==> config.mk <==
export PLATFORM = sky130hd
export DESIGN_NAME = instr_fetch_flat
export DESIGN_NICKNAME = d
export VERILOG_FILES = /design/src/rtl/instr_fetch_if.sv /design/src/rtl/instr_fetch.sv /design/src/flat_wrapper.sv
export SDC_FILE = /design/constraint.sdc
export NUM_CORES = 1
export LEC_CHECK = 0
export CORE_MARGIN = 3
export CORE_UTILIZATION = 31
export CTS_BUF_LIST = sky130_fd_sc_hd__clkbuf_8
export CTS_CLUSTER_SIZE = 30
export DETAILED_ROUTE_END_ITERATION = 10
export SETUP_SLACK_MARGIN = 0.05
export SYNTH_ARGS = -nofsm -noshare
export SYNTH_HDL_FRONTEND = slang
export SYNTH_SLANG_ARGS = --single-unit
==> constraint.sdc <==
create_clock -name clk -period 6.1 [get_ports clk]
set_clock_uncertainty 0.2 [all_clocks]
set_input_delay 0.915 -clock clk [delete_from_list [all_inputs] [get_ports clk]]
set_output_delay 0.915 -clock clk [all_outputs]
set_load 0.02 [all_outputs]
==> src/rtl/instr_fetch_if.sv <==
// Fetch-unit bus: instruction-memory request/response plus the decode-side
// hold/accept handshake. misalign exists only with IFETCH_MISALIGN_TRAP_EN.
interface instr_fetch_if;
  logic        imem_req;
  logic [31:0] imem_addr;
  logic        imem_ready;
  logic [31:0] imem_rdata;
  logic [31:0] instr;
  logic [31:0] instr_pc;
  logic        instr_valid;
  logic        stall;
  logic        branch_taken;
  logic [31:0] branch_imm;
`ifdef IFETCH_MISALIGN_TRAP_EN
  logic        misalign;

  modport master (
    output imem_req, imem_addr, instr, instr_pc, instr_valid, misalign,
    input  imem_ready, imem_rdata, stall, branch_taken, branch_imm
  );
  modport slave (
    input  imem_req, imem_addr, instr, instr_pc, instr_valid, misalign,
    output imem_ready, imem_rdata, stall, branch_taken, branch_imm
  );
`else
  modport master (
    output imem_req, imem_addr, instr, instr_pc, instr_valid,
    input  imem_ready, imem_rdata, stall, branch_taken, branch_imm
  );
  modport slave (
    input  imem_req, imem_addr, instr, instr_pc, instr_valid,
    output imem_ready, imem_rdata, stall, branch_taken, branch_imm
  );
`endif
endinterface

==> src/rtl/instr_fetch.sv <==
// Single-outstanding instruction fetch: IDLE -> FETCH -> HOLD, redirect on accept.
// IFETCH_MISALIGN_TRAP_EN adds a sticky misalign flag and a TRAP state.
module instr_fetch #(
  parameter logic [31:0] RESET_PC = 32'h0000_0000
) (
  input logic           clk,
  input logic           rst,
  instr_fetch_if.master bus
);

  localparam logic [31:0] NOP = 32'h0000_0013;

`ifdef IFETCH_MISALIGN_TRAP_EN
  typedef enum logic [1:0] {IDLE, FETCH, HOLD, TRAP} state_t;
`else
  typedef enum logic [1:0] {IDLE, FETCH, HOLD} state_t;
`endif

  state_t      state, state_next;
  logic [31:0] pc, pc_next;
  logic [31:0] instr_q, instr_pc_q;
  logic        load;
  logic [31:0] target;
`ifdef IFETCH_MISALIGN_TRAP_EN
  logic        misalign_q, set_misalign;
`endif

  assign target = instr_pc_q + bus.branch_imm;

  always_comb begin
    state_next = state;
    pc_next    = pc;
    load       = 1'b0;
`ifdef IFETCH_MISALIGN_TRAP_EN
    set_misalign = 1'b0;
`endif
    case (state)
      IDLE:  state_next = FETCH;
      FETCH: begin
        if (bus.imem_ready) begin
          load       = 1'b1;
          state_next = HOLD;
        end
      end
      HOLD: begin
        if (!bus.stall) begin
          state_next = FETCH;
          if (bus.branch_taken) begin
`ifdef IFETCH_MISALIGN_TRAP_EN
            pc_next = target;
            if (target[1:0] != 2'b00) begin
              state_next   = TRAP;
              set_misalign = 1'b1;
            end
`else
            pc_next = target & ~32'h0000_0003;
`endif
          end else begin
            pc_next = instr_pc_q + 32'd4;
          end
        end
      end
`ifdef IFETCH_MISALIGN_TRAP_EN
      TRAP:    state_next = TRAP;
`endif
      default: state_next = IDLE;
    endcase
  end

  always_ff @(posedge clk or posedge rst) begin
    if (rst) begin
      state      <= IDLE;
      pc         <= RESET_PC;
      instr_q    <= NOP;
      instr_pc_q <= RESET_PC;
`ifdef IFETCH_MISALIGN_TRAP_EN
      misalign_q <= 1'b0;
`endif
    end else begin
      state <= state_next;
      pc    <= pc_next;
      if (load) begin
        instr_q    <= bus.imem_rdata;
        instr_pc_q <= pc;
      end
`ifdef IFETCH_MISALIGN_TRAP_EN
      if (set_misalign) misalign_q <= 1'b1;
`endif
    end
  end

  // Outputs decode registered state only, so no input reaches them combinationally.
  assign bus.imem_req    = (state == FETCH);
  assign bus.imem_addr   = pc;
  assign bus.instr_valid = (state == HOLD);
  assign bus.instr       = instr_q;
  assign bus.instr_pc    = instr_pc_q;
`ifdef IFETCH_MISALIGN_TRAP_EN
  assign bus.misalign    = misalign_q;
`endif

endmodule

==> src/flat_wrapper.sv <==
// flat-port wrapper written by rule: the top's interface ports become plain ports
module instr_fetch_flat 
#(
  parameter logic [31:0] RESET_PC = 32'h0000_0000
)
  (clk, rst, bus_imem_req, bus_imem_addr, bus_instr, bus_instr_pc, bus_instr_valid, bus_imem_ready, bus_imem_rdata, bus_stall, bus_branch_taken, bus_branch_imm);
  instr_fetch_if bus_i ();
  input logic clk;
  input logic rst;
  output wire logic [$bits(bus_i.imem_req)-1:0] bus_imem_req;
  output wire logic [$bits(bus_i.imem_addr)-1:0] bus_imem_addr;
  output wire logic [$bits(bus_i.instr)-1:0] bus_instr;
  output wire logic [$bits(bus_i.instr_pc)-1:0] bus_instr_pc;
  output wire logic [$bits(bus_i.instr_valid)-1:0] bus_instr_valid;
  input wire logic [$bits(bus_i.imem_ready)-1:0] bus_imem_ready;
  input wire logic [$bits(bus_i.imem_rdata)-1:0] bus_imem_rdata;
  input wire logic [$bits(bus_i.stall)-1:0] bus_stall;
  input wire logic [$bits(bus_i.branch_taken)-1:0] bus_branch_taken;
  input wire logic [$bits(bus_i.branch_imm)-1:0] bus_branch_imm;
  assign bus_imem_req = bus_i.imem_req;
  assign bus_imem_addr = bus_i.imem_addr;
  assign bus_instr = bus_i.instr;
  assign bus_instr_pc = bus_i.instr_pc;
  assign bus_instr_valid = bus_i.instr_valid;
  assign bus_i.imem_ready = bus_imem_ready;
  assign bus_i.imem_rdata = bus_imem_rdata;
  assign bus_i.stall = bus_stall;
  assign bus_i.branch_taken = bus_branch_taken;
  assign bus_i.branch_imm = bus_branch_imm;
  instr_fetch #(.RESET_PC(RESET_PC)) u_core (.clk(clk), .rst(rst), .bus(bus_i));
endmodule
Word-level counts from Yosys, hierarchy flattened
Cells that the tools add are included.
Word-level totals
  bits in registers: 98
  output and inout port bits: 98
  logic and storage cells: 20
Operators by class
  $add $sub $neg: 2
  equal/unequal tests: 4
  mux-type cells: 6
  bitwise gates (word level): 1
  reduce and logical (&&, ||, !) cells: 3
Operators with widths (count)
  $add 32x3->32 const B: 1
  $add 32x32->32: 1
  $mux 32: 1
  $pmux 2 s3: 1
  $mux 2: 2
  $reduce_and 2->1: 2
  $eq 2x1->1 const B: 1
  $eq 2x2->1 const B: 1
  $logic_not 2->1: 1
  $mux 1: 2
  $ne 2x1->1 const B: 1
  $ne 2x2->1 const B: 1
  $not 1->1: 1

Depth between registers and ports, before layout
  depth after elaboration: 3
  depth in mapped cells: 11
  depth with buffers taken out: 10

Least setup slack after synthesis
Ideal clock, no wire load.
  path kind: input to register
  from: input bus_branch_imm[24]
  to: register u_core.pc[31] (netlist: u_core.bus.imem_addr[31])
  arrival time: 2.749 ns
  required time: 5.761 ns
  slack: 3.012 ns
  stages: 10
  path buffers: 0
  cell sequence: ha_1 -> a21o_1 -> a21o_1 -> a2111oi_2 -> o41ai_2 -> mux2i_1 -> a31oi_1 -> o311ai_1 -> mux2i_1 -> o311ai_1
Between the ends
  longest elaborated chain between the ends: 2
Ends and longest elaborated chain
  start, declared: line flat_wrapper.sv:19  | input wire logic [$bits(bus_i.branch_imm)-1:0] bus_branch_imm;
  $add 32x32->32: line instr_fetch.sv:28  | assign target = instr_pc_q + bus.branch_imm;
  $mux 32: line instr_fetch.sv:48  | if (bus.branch_taken) begin
  end signal, assigned: line instr_fetch.sv:81  | pc <= pc_next;
  end, declared: line instr_fetch.sv:20  | logic [31:0] pc, pc_next;
No other way between the ends.
A chain may end at the register's enable or synchronous reset.

Final worst setup path
  from: input bus_branch_imm[4]
  to: register u_core.pc[29] (netlist: u_core.bus.imem_addr[29])
The elaborated chain is that of the path after synthesis.

==> run summary <==
The flow ran to the end, and the final reports show no timing, DRC or antenna violations. In this run, synthesis inferred 0 flip-flops with an integrated enable. In this run, post-CTS hold repair placed 0 buffers. Following the worst setup path forward leads to its endpoint at u_core.bus.imem_addr[29]$_DFFE_PP0P_.

In the post-route analysis, the smallest setup slack over all paths is 2640 ps. The setup path with the least slack is of type input pin to register. For the worst flop-to-flop path, the logic depth is 10.

In this run the critical register-to-register path is launched from u_core.bus.instr_pc[6]$_DFFE_PP0P_. The startpoint of the worst setup timing path is bus_branch_imm[4]. The largest fanout of any net on the critical path is 4, and the maximum buffer depth of the clock tree is 2. 0 antenna diodes ended up in the layout.

The first routing iteration left 330 violations. The worst pin sits at a relative slew slack of 37.6%. Dividing the detail-routed wire length by the instance count gives 17.3 µm.

Of all flip-flops after synthesis, the portion carrying an async set or reset was 100%. For the final weighted congestion in routability-driven placement, the log shows 0.895. During synthesis, Yosys emitted a total of 0 warnings.

The ratio of cells with drive above 1 in the final layout works out to 14.0%. The commonest cells after synthesis are sky130_fd_sc_hd__dfrtp_1, sky130_fd_sc_hd__mux2_2, sky130_fd_sc_hd__nand2_1. The power density of the placed cells was 512 nW/µm²; the net count of the finished layout was 857. Initial antenna violation count: 0. After detailed routing, the number of remaining DRC violations is 0. Across all layers, the routed design uses 5046 vias. The tools report the number of endpoints with negative hold slack in the final report as 0. The pin count of the biggest net entering global routing is 66, and the number of port buffers is 166. The tools report the standby leakage power as 3.35 nW. The max-capacitance violation count is 0, and the floorplan die width is 144 µm. The share of the Yosys chip area taken by registers is 41.4%.

For the pin with the worst max-slew slack, the measured transition is 936 ps. For the final routed database, the setup TNS stands at 0 ps. Counting I/O delays and the setup requirement, the final critical path takes 3460 ps. Summed over its instances, the top area cell type makes up 40.0% of the synthesized netlist area. The first-pass GRT wire length came out at 27700 µm. In this run the critical register-to-register path is captured at u_core.bus.imem_addr[29]$_DFFE_PP0P_.

After technology mapping, the gate count stands at 599. Post-cts gate resize count: 0. In this run, distinct cell masters in the synthesized netlist total 54. Summed over all layers, the global routing overflow is 0. The total routed wirelength is 17100 µm. At the placement stage, the worst setup path has a slack of 2210 ps. The logs give 16.8% for the combined global-route utilization of all metal layers and 98 for the number of sinks on the clock net. The initial standard-cell utilization of the core came out at 32.3%. The dominant register cell in the synthesized netlist was sky130_fd_sc_hd__dfrtp_1. TritonCTS built the clock tree. The filler cells instantiated in the layout total 1766. Overall die area: 20900 µm². After floorplanning, the core was divided into 49 placement rows. The detail route stage leaves a number of antenna-violating nets equal to 0. Derived from the worst setup path, the maximum achievable clock frequency is 289 MHz.

The tightest min-delay check is of the register to register type. The HPWL after detailed placement is 12800 µm. In the finished design, the share of the clock period the worst path needs comes to 56.7%. The data arrival at the endpoint of the critical path is 3540 ps, and the synthesized area divided by synthesized cell count is 9.92 µm². After synthesis the netlist holds a flip-flop and latch count of 98. The root buffer selected by CTS was sky130_fd_sc_hd__clkbuf_8. Required time of the critical path: 6180 ps. The post-detailed-route via-to-cell ratio was 5.09. The run gives 5339 as the via count of the first global-routing pass. The number of slew-limit violations in the final report was 0; the maximum vdd drop was 0.239 mV.

Setup repair after global routing left no endpoint under its margin. For the worst-skew pair, the clock arrives at the later sink with an insertion delay of 380 ps. The run gives 4 as the number of detailed-routing iterations run before antenna repair. The area growth from synthesis to layout is 35.3%. STA classifies the critical path startpoint as an input pin.

Cell with the most instances after synthesis: sky130_fd_sc_hd__dfrtp_1. After clock tree synthesis, the clock-pin slew on the worst setup and hold paths is 110 ps. The number of clock buffers added by TritonCTS is 9. The logs give 3 for the number of H-tree branching levels and 18400 µm² for the core footprint. Setup violations remaining at the end of the flow were counted as 0. When the netlist entered floorplanning its net count stood at 699.

For the number of setup buffers added after CTS, the log shows 0. Sort of element at the end of the critical path: a register. Sorting the synthesized cells by area gives the leading types as sky130_fd_sc_hd__dfrtp_1, sky130_fd_sc_hd__mux2_2, sky130_fd_sc_hd__ha_1. After synthesis the cells add up to 5940 µm². In this run the count of I/O pins placed on the die edge is 167.

For flop-to-flop paths, the worst setup slack is 3050 ps. The die boundary height is 144 µm. The synthesized design spends more area on one cell type than any other, namely sky130_fd_sc_hd__dfrtp_1.
-- worst max-delay path: stages --
cell                              delay (ps)
sky130_fd_sc_hd__clkdlybuf4s50_1         410
sky130_fd_sc_hd__ha_1                    350
sky130_fd_sc_hd__a21oi_1                  80
sky130_fd_sc_hd__o21ai_0                 350
sky130_fd_sc_hd__o21ai_1                 220
sky130_fd_sc_hd__a2111oi_4               490
sky130_fd_sc_hd__o21bai_1                140
sky130_fd_sc_hd__nand2_1                 110
sky130_fd_sc_hd__a21oi_1                  80
sky130_fd_sc_hd__mux2i_1                 130
sky130_fd_sc_hd__a211o_1                 270
-- cell type report --
type | count | area, µm² | area share, %
sequential | 98 | 2460 | 30.6
tap | 229 | 287 | 3.57
inverter | 7 | 28.8 | 0.358
clock buffer | 10 | 138 | 1.71
multi-input combinational | 470 | 3370 | 41.9
timing repair buffer | 171 | 1690 | 21.1
clock inverter | 6 | 65.1 | 0.810
-- cell usage in the layout (no fill, tap or decap), drive strengths merged, types with 9 or more instances in the layout --
master and count:
a21oi 54, nor2 46, xor2 26, mux2 64, xnor2 23, clkdlybuf4s50 165
o21ai 46, a21o 12, ha 31, nand3 18, clkbuf 10, nand2 60
dfrtp 95, nand4 9
-- kinds of logic after synthesis --
family / share of synthesized area, %
adders and majority gates: 6.53
and+or+nand+nor: 15.2
xor gates and xnor gates: 7.23
muxes: 13.0
buffers and inverters: 2.00
DFF: 41.4
AOI/OAI and AO/OA: 14.7
-- power by group --
part           internal, W  switching, W  total [W]
registers         0.000950      0.000324    0.00127
logic              0.00118       0.00121    0.00239
clock network     0.000202      0.000248   0.000450
total              0.00233       0.00179    0.00411
-- state kept, by name (all words and copies together) (netlist names) --
register and flops:
u_core.bus.imem_addr 32, u_core.bus.instr 32, u_core.bus.instr_pc 32, u_core.state 2
-- metal layers --
layer	up-vias	routed length [µm]	GRT usage, %
met5	-	0	0
met4	0	482	7.12
met3	29	1110	4.13
met2	140	7820	26.4
met1	2414	7700	22.2
li1	2463	-	-
-- metrics by stage --
stage | total power [W] | cells | util, % | instance area (µm²) | hold WS (ps)
6_report | 0.00411 | 991 | 43.7 | 8040 | 310
4_1_cts | 0.00416 | 991 | 43.7 | 8040 | 314
3_3_place_gp | 0.00364 | 975 | 42.6 | 7830 | 279
5_1_grt | 0.00442 | 991 | 43.7 | 8040 | 333
2_1_floorplan | 0.00270 | 599 | - | 5940 | 293
3_5_place_dp | 0.00368 | 975 | 42.6 | 7830 | 289
-- how the worst min path moves through the flow --
stage / start / end / cells after the start / slack, ps
2_1_floorplan: u_core.state[0]$_DFFE_PP0P_ / u_core.state[0]$_DFFE_PP0P_ / 1 / 290
3_5_place_dp: u_core.bus.imem_addr[0]$_DFFE_PP0P_ / u_core.bus.imem_addr[0]$_DFFE_PP0P_ / 2 / 290
5_1_grt: u_core.bus.instr[29]$_DFFE_PP0P_ / u_core.bus.instr[29]$_DFFE_PP0P_ / 1 / 330
3_3_place_gp: u_core.bus.imem_addr[0]$_DFFE_PP0P_ / u_core.bus.imem_addr[0]$_DFFE_PP0P_ / 2 / 280
6_report: u_core.bus.instr[29]$_DFFE_PP0P_ / u_core.bus.instr[29]$_DFFE_PP0P_ / 1 / 310
4_1_cts: u_core.bus.instr[29]$_DFFE_PP0P_ / u_core.bus.instr[29]$_DFFE_PP0P_ / 1 / 310
Power figures use the tool's default switching activity.
